==> config.mk <==
export PLATFORM = sky130hd
export DESIGN_NAME = i2s_sample_fifo
export DESIGN_NICKNAME = d
export VERILOG_FILES = /design/src/rtl/i2s_pkg.sv /design/src/rtl/i2s_fifo_mem.sv /design/src/rtl/i2s_sample_fifo.sv
export SDC_FILE = /design/constraint.sdc
export NUM_CORES = 1
export LEC_CHECK = 0
export BUFFER_PORTS_ARGS = -buffer_cell sky130_fd_sc_hd__buf_2
export CORE_UTILIZATION = 30
export CTS_BUF_LIST = sky130_fd_sc_hd__clkbuf_2
export DETAILED_ROUTE_END_ITERATION = 7
export PLACE_DENSITY = 0.48
export SLEW_MARGIN = 20
export SYNTH_ARGS = -nofsm -noshare
export SYNTH_HDL_FRONTEND = slang
export SYNTH_SLANG_ARGS = --single-unit
==> constraint.sdc <==
create_clock -name clk -period 6.5 [get_ports clk]
set_input_delay 0.65 -clock clk [delete_from_list [all_inputs] [get_ports clk]]
set_output_delay 0.65 -clock clk [all_outputs]
set_load 0.1 [all_outputs]
==> src/rtl/i2s_pkg.sv <==
// Shared constants and helpers for the I2S sample FIFO.
package i2s_pkg;

  localparam int unsigned I2S_CH_W      = 24;
  localparam int unsigned I2S_FRAME_W   = 48;
  localparam int unsigned I2S_LEFT_MSB  = 47;
  localparam int unsigned I2S_RIGHT_MSB = 23;

  // Ceiling log2, usable in constant expressions.
  function automatic int unsigned i2s_clog2(input int unsigned value);
    int unsigned res;
    res = 0;
    for (int i = 0; i < 32; i++) begin
      if ((32'd1 << i) < value) res = i + 1;
    end
    return res;
  endfunction

endpackage

==> src/rtl/i2s_fifo_mem.sv <==
// DEPTH x 48 frame storage: one synchronous write port, one asynchronous read port.
module i2s_fifo_mem
  import i2s_pkg::*;
#(
  parameter int unsigned DEPTH  = 16,
  parameter int unsigned ADDR_W = 4
) (
  input  logic                   clk,
  input  logic                   we,
  input  logic [ADDR_W-1:0]      waddr,
  input  logic [I2S_FRAME_W-1:0] wdata,
  input  logic [ADDR_W-1:0]      raddr,
  output logic [I2S_FRAME_W-1:0] rdata
);

  logic [I2S_FRAME_W-1:0] mem [DEPTH];

  // Write port; contents need no reset since reads are masked while empty.
  always_ff @(posedge clk) begin
    if (we) mem[waddr] <= wdata;
  end

  // Asynchronous read port.
  always_comb begin
    rdata = mem[raddr];
  end

endmodule

==> src/rtl/i2s_sample_fifo.sv <==
// Stereo frame FIFO feeding the I2S master, first-word-fall-through.
// Optional almost-empty interrupt enabled by defining I2S_SAMPLE_FIFO_AE_IRQ_EN.
module i2s_sample_fifo
  import i2s_pkg::*;
#(
  parameter int unsigned DEPTH     = 16,
  parameter int unsigned LVL_W     = $clog2(DEPTH) + 1,
  parameter int unsigned AE_THRESH = 4
) (
  input  logic                   clk,
  input  logic                   rst,
  input  logic                   flush,
  input  logic [I2S_FRAME_W-1:0] wr_data,
  input  logic                   wr_valid,
  output logic                   wr_ready,
  output logic [I2S_FRAME_W-1:0] fifo_data,
  output logic                   fifo_valid,
  input  logic                   fifo_ready,
  output logic [LVL_W-1:0]       level,
  output logic                   empty,
  output logic                   full,
  output logic                   irq_ae
);

  localparam int unsigned PTR_W = i2s_clog2(DEPTH);

  if (DEPTH < 2 || (DEPTH & (DEPTH - 1)) != 0 || AE_THRESH < 1 || AE_THRESH > DEPTH)
  begin : g_cfg_err
    $error("i2s_sample_fifo: bad DEPTH/AE_THRESH configuration");
  end

  logic [PTR_W-1:0]       wr_ptr_q, wr_ptr_d, rd_ptr_q, rd_ptr_d;
  logic [LVL_W-1:0]       level_q, level_d;
  logic                   push, pop;
  logic [I2S_FRAME_W-1:0] rd_frame;

  // Status flags come only from the registered level, so wr_ready never
  // depends on the consumer's pop in the same cycle.
  always_comb begin
    empty      = (level_q == '0);
    full       = (level_q == LVL_W'(DEPTH));
    wr_ready   = !full;
    fifo_valid = !empty;
    level      = level_q;
    fifo_data  = empty ? '0 : rd_frame;
    push       = wr_valid && !full;
    pop        = fifo_ready && !empty;
  end

  // Next-state for pointers and level; flush overrides any handshake.
  always_comb begin
    wr_ptr_d = wr_ptr_q;
    rd_ptr_d = rd_ptr_q;
    level_d  = level_q;
    if (flush) begin
      wr_ptr_d = '0;
      rd_ptr_d = '0;
      level_d  = '0;
    end else begin
      if (push) wr_ptr_d = wr_ptr_q + PTR_W'(1);
      if (pop)  rd_ptr_d = rd_ptr_q + PTR_W'(1);
      unique case ({push, pop})
        2'b10:   level_d = level_q + LVL_W'(1);
        2'b01:   level_d = level_q - LVL_W'(1);
        default: level_d = level_q;
      endcase
    end
  end

  // Pointer and level registers.
  always_ff @(posedge clk or posedge rst) begin
    if (rst) begin
      wr_ptr_q <= '0;
      rd_ptr_q <= '0;
      level_q  <= '0;
    end else begin
      wr_ptr_q <= wr_ptr_d;
      rd_ptr_q <= rd_ptr_d;
      level_q  <= level_d;
    end
  end

  i2s_fifo_mem #(
    .DEPTH  (DEPTH),
    .ADDR_W (PTR_W)
  ) u_mem (
    .clk   (clk),
    .we    (push && !flush),
    .waddr (wr_ptr_q),
    .wdata (wr_data),
    .raddr (rd_ptr_q),
    .rdata (rd_frame)
  );

`ifdef I2S_SAMPLE_FIFO_AE_IRQ_EN
  logic ae_cross_q, irq_q;

  // ae_cross_q marks the edge where level fell from AE_THRESH to AE_THRESH-1;
  // the interrupt follows one cycle later and clears once level recovers.
  always_ff @(posedge clk or posedge rst) begin
    if (rst) begin
      ae_cross_q <= 1'b0;
      irq_q      <= 1'b0;
    end else begin
      ae_cross_q <= !flush && (level_q == LVL_W'(AE_THRESH)) &&
                    (level_d == LVL_W'(AE_THRESH - 1));
      if (flush || level_q >= LVL_W'(AE_THRESH)) irq_q <= 1'b0;
      else if (ae_cross_q)                       irq_q <= 1'b1;
    end
  end

  // Registered interrupt level.
  always_comb begin
    irq_ae = irq_q;
  end
`else
  // Feature disabled: no threshold logic.
  always_comb begin
    irq_ae = 1'b0;
  end
`endif

endmodule
==> Yosys cells after proc, flatten, opt, wreduce, memory -nomap -nowiden <==
Memory sizes are Yosys's and may differ from the RTL's.
Index checks and enable logic that the tools add are counted.
{ "classes": {"n_mux": 9, "add_sub_neg": 4, "eq_ne": 3, "reduce_logical": 10} }
{ "ops": {"columns": ["operator", "n"], "rows": [
  ["$mux 48", 1],
  ["$mux 4", 4],
  ["$pmux 5 s2", 1],
  ["$add 4x1->4 const B", 2],
  ["$add 5x1->5 const B", 1],
  ["$eq 5x5->1 const B", 1],
  ["$logic_not 5->1", 1],
  ["$mux 5", 1],
  ["$sub 5x1->5 const B", 1],
  ["$reduce_bool 2->1", 2],
  ["$logic_and 1x1->1", 3],
  ["$logic_not 1->1", 3],
  ["$reduce_bool 3->1", 1],
  ["$eq 2x1->1 const B", 1],
  ["$eq 2x2->1 const B", 1],
  ["$mux 1", 2]
]} }
{ "totals": {"mem_count": 1, "elab_cells": 30, "out_inout_bits": 58, "inputBits": 53, "register_bits": 13, "ramBits": 768} }
{ "memory_table": {"columns": ["name", "words", "word_bits", "read_ports", "rd_ports_with_merged_regs", "wr", "line", "rtl"], "rows": [
  ["u_mem.mem", 16, 48, 1, 0, 1, "i2s_fifo_mem.sv:16", "logic [I2S_FRAME_W-1:0] mem [DEPTH];"]
]} }

==> Depth between registers and ports, before layout <==
Gate-level depths: netlist (run 1).
{ "depth": {"depth_word": 6, "mapped_depth": 8, "mapped_depth_nobuf": 8} }

==> By module <==
Synthesis (run 1) repeated with hierarchy kept, for this count alone.
{ "unflattened": {"cells_unflattened": 1334, "hier_area_um2": 29903.7} }
{ "modules_own_cells": {"columns": ["module", "n_inst", "seq_area_each_um2", "cells_per_inst", "area_per_inst_um2"], "rows": [
  ["i2s_fifo_mem", 1, 23062.1, 1194, 28733.8],
  ["i2s_sample_fifo", 1, 325.3, 140, 1169.9]
]} }

==> Worst setup path after synthesis (run 1) <==
OpenSTA, ideal clock, no wires.
{ "synth_timing": {"path_type": "register to register", "start": "register level_q[0], in the netlist level[0]", "end": "memory u_mem.mem[15][0] (enable)", "slack_ns": 2.104, "period_less_slack_ns": 4.396, "setup_time_ns": 0.454, "required_ns": 6.046, "arrival_ns": 3.942, "n_path_buf": 0, "stages_incl_launch_ff": 5, "cell_sequence": "dfrtp_1 -> nor4_2 -> a21boi_1 -> nand2_1 -> nor2_1"} }
{ "synth_via": {"elab_chain_cells": 6} }
{ "synth_rtl": {"columns": ["item", "line", "rtl"], "rows": [
  ["start, declared", "i2s_sample_fifo.sv:33", "logic [LVL_W-1:0] level_q, level_d;"],
  ["start signal, assigned", "i2s_sample_fifo.sv:79", "level_q <= level_d;"],
  ["$eq 5x5->1", "i2s_sample_fifo.sv:41", "full = (level_q == LVL_W'(DEPTH));"],
  ["$logic_not 1->1", "i2s_sample_fifo.sv:46", "push = wr_valid && !full;"],
  ["$logic_and 1x1->1", "i2s_sample_fifo.sv:46", null],
  ["$logic_and 1x1->1", "i2s_sample_fifo.sv:88", ".we (push && !flush),"],
  ["$mux 1", "i2s_fifo_mem.sv:20", "if (we) mem[waddr] <= wdata;"],
  ["$mux 1 (not written as such)", "i2s_fifo_mem.sv:20", null],
  ["end, declared", "i2s_fifo_mem.sv:16", null]
]} }
No other way between the ends.

==> Worst setup path after layout (run 1) <==
{ "layout_timing": {"start": "register rd_ptr_q[0]", "end": "output fifo_data[44]"} }
{ "layout_via": {"elab_chain_cells": 2} }
{ "layout_rtl": {"columns": ["item", "line", "rtl"], "rows": [
  ["start, declared", "i2s_sample_fifo.sv:32", "logic [PTR_W-1:0] wr_ptr_q, wr_ptr_d, rd_ptr_q, rd_ptr_d;"],
  ["start signal, assigned", "i2s_sample_fifo.sv:78", "rd_ptr_q <= rd_ptr_d;"],
  ["$mem_v2 16x48", null, null],
  ["$mux 48", "i2s_sample_fifo.sv:45", "fifo_data = empty ? '0 : rd_frame;"],
  ["end, declared", "i2s_sample_fifo.sv:16", "output logic [I2S_FRAME_W-1:0] fifo_data,"]
]} }
No other way between the ends.

==> metrics.cfg, run 1 <==
[status]
status=finished clean

[timing]
rsz0062_at_grt=false
finalSetupTns_ps=0
fmax_mhz=186
period_minus_slack_ps=5380
period_share_pct=82.8
hold_viol=0
finClkSkew_ps=92.0
setup_viol=0
worstMarginPinSlew_ps=1120
final_max_slew_viol_count=0
hold_ws_ps=216
slew_headroom_pct=25.1

[synthesis]
synth-seq-area-share_pct=76.8
synth_top_area_share_pct=75.8
ys_ff_latch=781
synth_area_leader_cell=edfxtp_1
synthCells=1238
syn_area_sq_mm=0.0304
synth_nets=1298
synth_area_per_cell_sq_um=24.6
synth.area.top_cells=edfxtp_1, mux4_2, mux4_1
synth.distinct_cells=42
yosys_warnings=0

[clock_network]
cts_root_buffer=clkbuf_2
cts_sinks=781
post_cts_buffers=0
htree_num_levels=4
cts_tree=done
clk_path_buf_depth=3
numCtsBuffers=203
clock_latency_ps=1380
clkTransAtPathRegs_ps=100

[power]
vdd_ir_drop_max_v=0.000289
pwr_density_cell_mw_per_mm2=376
power_leakage_nw=11.4

[critical_path]
crit_chain=buf_12, mux4_1, mux4_2, and2_1, buf_2
regToRegEndpoint=u_mem.mem[15][33]$_DFFE_PP_
worst_ep_arrival_time_ps=4730
path_class=reg -> out
worstPathRequired_ps=5850
crit_buf_inv=2
critPathSlowestCell=dfrtp_4
regToRegStartpoint=level[0]$_DFFE_PP0P_
critical_path.max_fanout=57
crit_path_max_incr_delay_ps=1090
worstSetupStartpoint=rd_ptr_q[0]$_DFFE_PP0P_
crit_path_start_kind=register
crit_family=flip-flops
r2r_setup_slack_ps=3330
r2r_cells=6
crit_path_end_kind=primary output

[drt]
antenna_left=0
first_pass_iters=5
drt_iter0_drc=964
viasPerCell=4.67
routed_wl_um=76400
wire_per_inst_um=24.4
via_count=14636
drc_errors=0

[cells_and_area]
area_growth_pct=16.6
layout_commonest_cell=edfxtp_1
finalNetCount=1691
final_layout_size_suffix_gt1_share_pct=37.5
final_util_pct=35.4
layout_common_cells=edfxtp_1, clkbuf_2, mux4_2

[die]
dieWidth_um=321
rows=116
start_util_pct=30.3
ioPinCount=111
die_area_sq_mm=0.103
core_sq_mm=0.100
die_height_um=321

[global_routing]
overflow=0
antenna_found_initial=6
grt_start_max_net_pins=93
grt_pass1_vias=16227
gr-usage-all-layers_pct=15.2
grt_pass1_wl_um=111000

[worst_hold_path]
holdPathEnd=u_mem.mem[6][46]$_DFFE_PP_
hold_path.class=in -> reg
hp-start=wr_data[46]
hold_depth=2

[placed_design]
place_congestion=0.684
dp_hpwl_um=38100
io_buffers=109

[flow_run]
drv_cap=0

## where the power goes
part           internal (mW)  switching, mW
clock network           1.24           2.00
logic                   1.22           3.06
registers               5.63          0.173
total                   8.10           5.23
## how the worst max path moves through the flow
stage | slack (ps) | cells after the start | end
2_1_floorplan | 2100 | 4 | u_mem.mem[15][0]$_DFFE_PP_
3_3_place_gp | 2430 | 5 | fifo_data[5]
3_5_place_dp | 2430 | 5 | fifo_data[11]
4_1_cts | 760 | 5 | fifo_data[11]
5_1_grt | 690 | 5 | fifo_data[47]
6_report | 1120 | 5 | fifo_data[44]
## worst register-to-register path, stage by stage (launching register included)
cell,delay (ps)
dfrtp_1,510
nor4_2,140
a21boi_1,170
buf_4,200
nand2_1,300
nor2_4,970
buf_4,510
## timing repair
action                                 CTS  global route
gates resized for setup                  0             0
endpoints found under the hold margin  794             0
hold buffers                           107             0
## cell families (layout without fill, tap and decap cells)
logic type,Yosys count,count (layout),share of synthesized area [%]
flip-flops,781,781,76.8
AO/OA/AOI/OAI,17,17,0.403
AND/OR/NAND/NOR,107,107,1.90
XOR/XNOR,9,9,0.259
other,1,4,0.0123
adder cells (fa/ha/maj),7,7,0.288
buffers and inverters,74,610,1.70
multiplexers,242,242,18.6
## metal layers
layer  part of all wire [%]  track usage (%)  up-vias
met4                    1.8             4.99        0
met3                    4.3             3.48      110
met5                      0                0        -
met2                     51             25.5      373
met1                     43             19.3     7882
li1                       -                -     6271
## registers in the layout (all words and copies together), names as in the netlist
| name | count |
|---|---|
| level | 5 |
| rd_ptr_q | 4 |
| u_mem.mem | 768 |
| wr_ptr_q | 4 |
## through the flow
step | setup slack, ps | total power, mW | instance area (sq um) | cells
after floorplan | 2100 | 9.40 | 30400 | 1238
after global placement | 2430 | 10.2 | 32700 | 2676
after detailed placement | 2430 | 10.3 | 32700 | 2676
after CTS | 757 | 13.6 | 35500 | 3131
after global routing | 686 | 14.0 | 35500 | 3133
final | 1120 | 13.3 | 35500 | 3134
## layout make-up
type                    instances  area, sq um
fillers                      9447        64800
flip-flops and latches        781        23400
multi-input cells             383         6660
repair buffers                255         1950
well taps                    1357         1700
clock buffers                 296         1480
clock inverters                52          275
inverters                       7         26.3
diodes                          3         7.51
## synth_stat cells
library cell,count
buf_12,10
o211a_1,2
nand3b_1,1
or3_1,2
buf_6,9
nor4_2,1
nand2_1,9
o221a_2,1
ha_1,7
xnor2_1,4
xor2_1,5
o21ai_0,1
a211oi_1,1
mux4_1,63
or4_4,1
mux4_2,177
nor2b_1,2
edfxtp_1,768
dfrtp_1,13
a32oi_1,1
mux2i_1,2
buf_2,4
o21a_1,1
nand3_1,5
buf_4,1
conb_1,1
nor2_1,30
a21oi_1,6
or2_2,1
or3b_2,1
nand2b_1,1
o41ai_1,1
buf_1,11
a211o_1,1
a21o_1,1
and3_1,1
nand4_1,1
and2_1,50
clkbuf_1,32
a21boi_1,1
inv_1,7
nor3_1,1
No activity file was read; power rests on OpenSTA's default activity.
==> inputs of run 2 (changes only) <==
--- a/config.mk
+++ b/config.mk
@@ -9,7 +9,7 @@
 export CORE_UTILIZATION = 30
 export CTS_BUF_LIST = sky130_fd_sc_hd__clkbuf_2
 export DETAILED_ROUTE_END_ITERATION = 7
-export PLACE_DENSITY = 0.48
+export PLACE_DENSITY = 0.49
 export SLEW_MARGIN = 20
 export SYNTH_ARGS = -nofsm -noshare
 export SYNTH_HDL_FRONTEND = slang
==> constraint.sdc (replaced) <==
create_clock -name clk -period 4.8 [get_ports clk]
set_input_delay 0.48 -clock clk [delete_from_list [all_inputs] [get_ports clk]]
set_output_delay 0.48 -clock clk [all_outputs]
set_load 0.1 [all_outputs]
==> run 2 against run 1 <==
- sequential power grew 34%
- sequential share of layout area decreased by 0.45 points
- clock skew increased by 9.8 ps
- total power up 36%
- sequential cell count unchanged
- worst hold slack gained 25 ps
- final cell count decreased by 0.45%
- critical path depth is the same
- via count down 1.4%
- critical path type unchanged
- largest cell class unchanged
- largest power group unchanged
==> metrics.cfg, run 2 (synthesized netlist as in run 1, its figures left out) <==
[status]
status=finished clean

[clock_network]
cts_sinks=781
cts_root_buffer=clkbuf_2
cts_tree=done
clkTransAtPathRegs_ps=100
clk_path_buf_depth=3
clock_latency_ps=1370
numCtsBuffers=195
htree_num_levels=4

[timing]
slew_headroom_pct=43.6
fmax_mhz=221
period_minus_slack_ps=4520
setup_viol=0
finalSetupTns_ps=0
layout_setup_ws_ps=278
final_max_slew_viol_count=0
finClkSkew_ps=102
period_share_pct=94.2
worstMarginPinSlew_ps=845
hold_viol=0
rsz0062_at_grt=false

[placed_design]
dp_hpwl_um=36500
io_buffers=109
dp.cells=2674
place_congestion=0.705
post-place-ws_ps=1380

[critical_path]
worst_ep_arrival_time_ps=4040
worstPathRequired_ps=4320
crit_path_start_kind=register
path_class=reg -> out
crit_path_end_kind=primary output
critical_path.max_fanout=55

[die]
core_sq_mm=0.100
rows=116
die_height_um=321
die_area_sq_mm=0.103
dieWidth_um=321
ioPinCount=111
start_util_pct=30.3

[power]
pwr_density_cell_mw_per_mm2=506
power_frac_comb_pct=33.1
clock_power_share_pct=24.0
sequentialPowerShare_pct=43.0
p_sw_share_pct=38.4
power_switching_mw=6.95
internal_power_mw=11.2
vdd_ir_drop_max_v=0.000513
power_leakage_nw=11.5

[drt]
wire_per_inst_um=23.9
routed_wl_um=74500
first_pass_iters=5
drt_iter0_drc=1000
drc_errors=0
antenna_left=0
via_count=14432
viasPerCell=4.63

[cells_and_area]
layout_commonest_cell=edfxtp_1
largest_register_ffs=768
final_util_pct=35.6
finalNetCount=1687
layout_common_cells=edfxtp_1, clkbuf_2, mux4_2
finalNonFillerCells=3120
top_register=u_mem.mem
area_growth_pct=17.4
final_layout_size_suffix_gt1_share_pct=36.6
nFillCells=9372

[global_routing]
grt_start_max_net_pins=79
grt_pass1_vias=15814
gr-usage-all-layers_pct=14.7
met1_usage_pct=18.8
top_usage_layer=met2
overflow=0
grt_pass1_wl_um=108000
met2_usage_pct=24.5
antenna_found_initial=5
met3_usage_pct=3.36

[worst_hold_path]
hold_path.class=in -> async

[flow_run]
drv_cap=0

-- run 2: changes by cell type in the layout (fill, tap and decap cells not counted), sizes merged --
cell,change
diode,+3
clkbuf,-20
dlygate4sd3,+5
buf,-1
clkinv,-1
inv,-4
bufinv,+4
-- run 2: area by class of cell --
cell class	count	area (sq um)	share of cell area, %
tap	1357	1700	4.75
timing repair buffer	259	2240	6.26
inverter	7	26.3	0.0735
clock buffer	276	1380	3.86
multi-input combinational	383	6660	18.6
antenna	6	15.0	0.0420
sequential	781	23400	65.5
clock inverter	51	324	0.907
-- run 2: power by group through the flow --
stage,Sequential (mW),Combinational [mW],Clock (mW)
floorplan,7.96,4.77,0
global placement,7.95,5.96,0
detailed placement,7.95,5.98,0
CTS,7.78,6.14,4.55
global route,7.80,6.29,4.86
finish,7.77,5.98,4.34
-- run 2: through the flow --
| stage | instance area (sq um) | hold slack, ps | total power, mW |
|---|---|---|---|
| floorplan | 30400 | 357 | 12.7 |
| global placement | 32900 | 563 | 13.9 |
| detailed placement | 32900 | 566 | 13.9 |
| CTS | 35700 | 51.8 | 18.5 |
| global route | 35700 | 169 | 18.9 |
| finish | 35700 | 241 | 18.1 |
-- run 2: worst paths after layout --
path                                         start                   endpoint  slack, ps  depth (start not counted)
setup / recovery           rd_ptr_q[0]$_DFFE_PP0P_              fifo_data[27]        280                          5
hold / removal                                 rst       level[2]$_DFFE_PP0P_        240                          4
setup reg to reg              level[0]$_DFFE_PP0P_  u_mem.mem[6][2]$_DFFE_PP_       1490                          5
hold reg to reg            wr_ptr_q[3]$_DFFE_PP0P_    wr_ptr_q[3]$_DFFE_PP0P_        620                          2
max in group asynchronous                      rst    rd_ptr_q[0]$_DFFE_PP0P_       4120                          4
min in group clk                             flush    rd_ptr_q[1]$_DFFE_PP0P_        470                          4
-- run 2: critical path: stages (launching register included) --
cell	delay, ps
dfrtp_4	660
buf_16	390
mux4_1	630
mux4_2	530
and2_1	190
buf_4	230
-- run 2: routing by layer --
layer,routed length (um),share of wire (%)
met1,32200,43
met2,37800,51
met3,3080,4.1
met4,1380,1.9
met5,14,0.019
-- run 2: repair_timing --
action                                  4_1_cts  5_1_grt
endpoints found under the setup margin       32        0
hold buffers                                112        0
resized for setup                             4        0
buffers inserted                              1        0
endpoints found under the hold margin       812        0
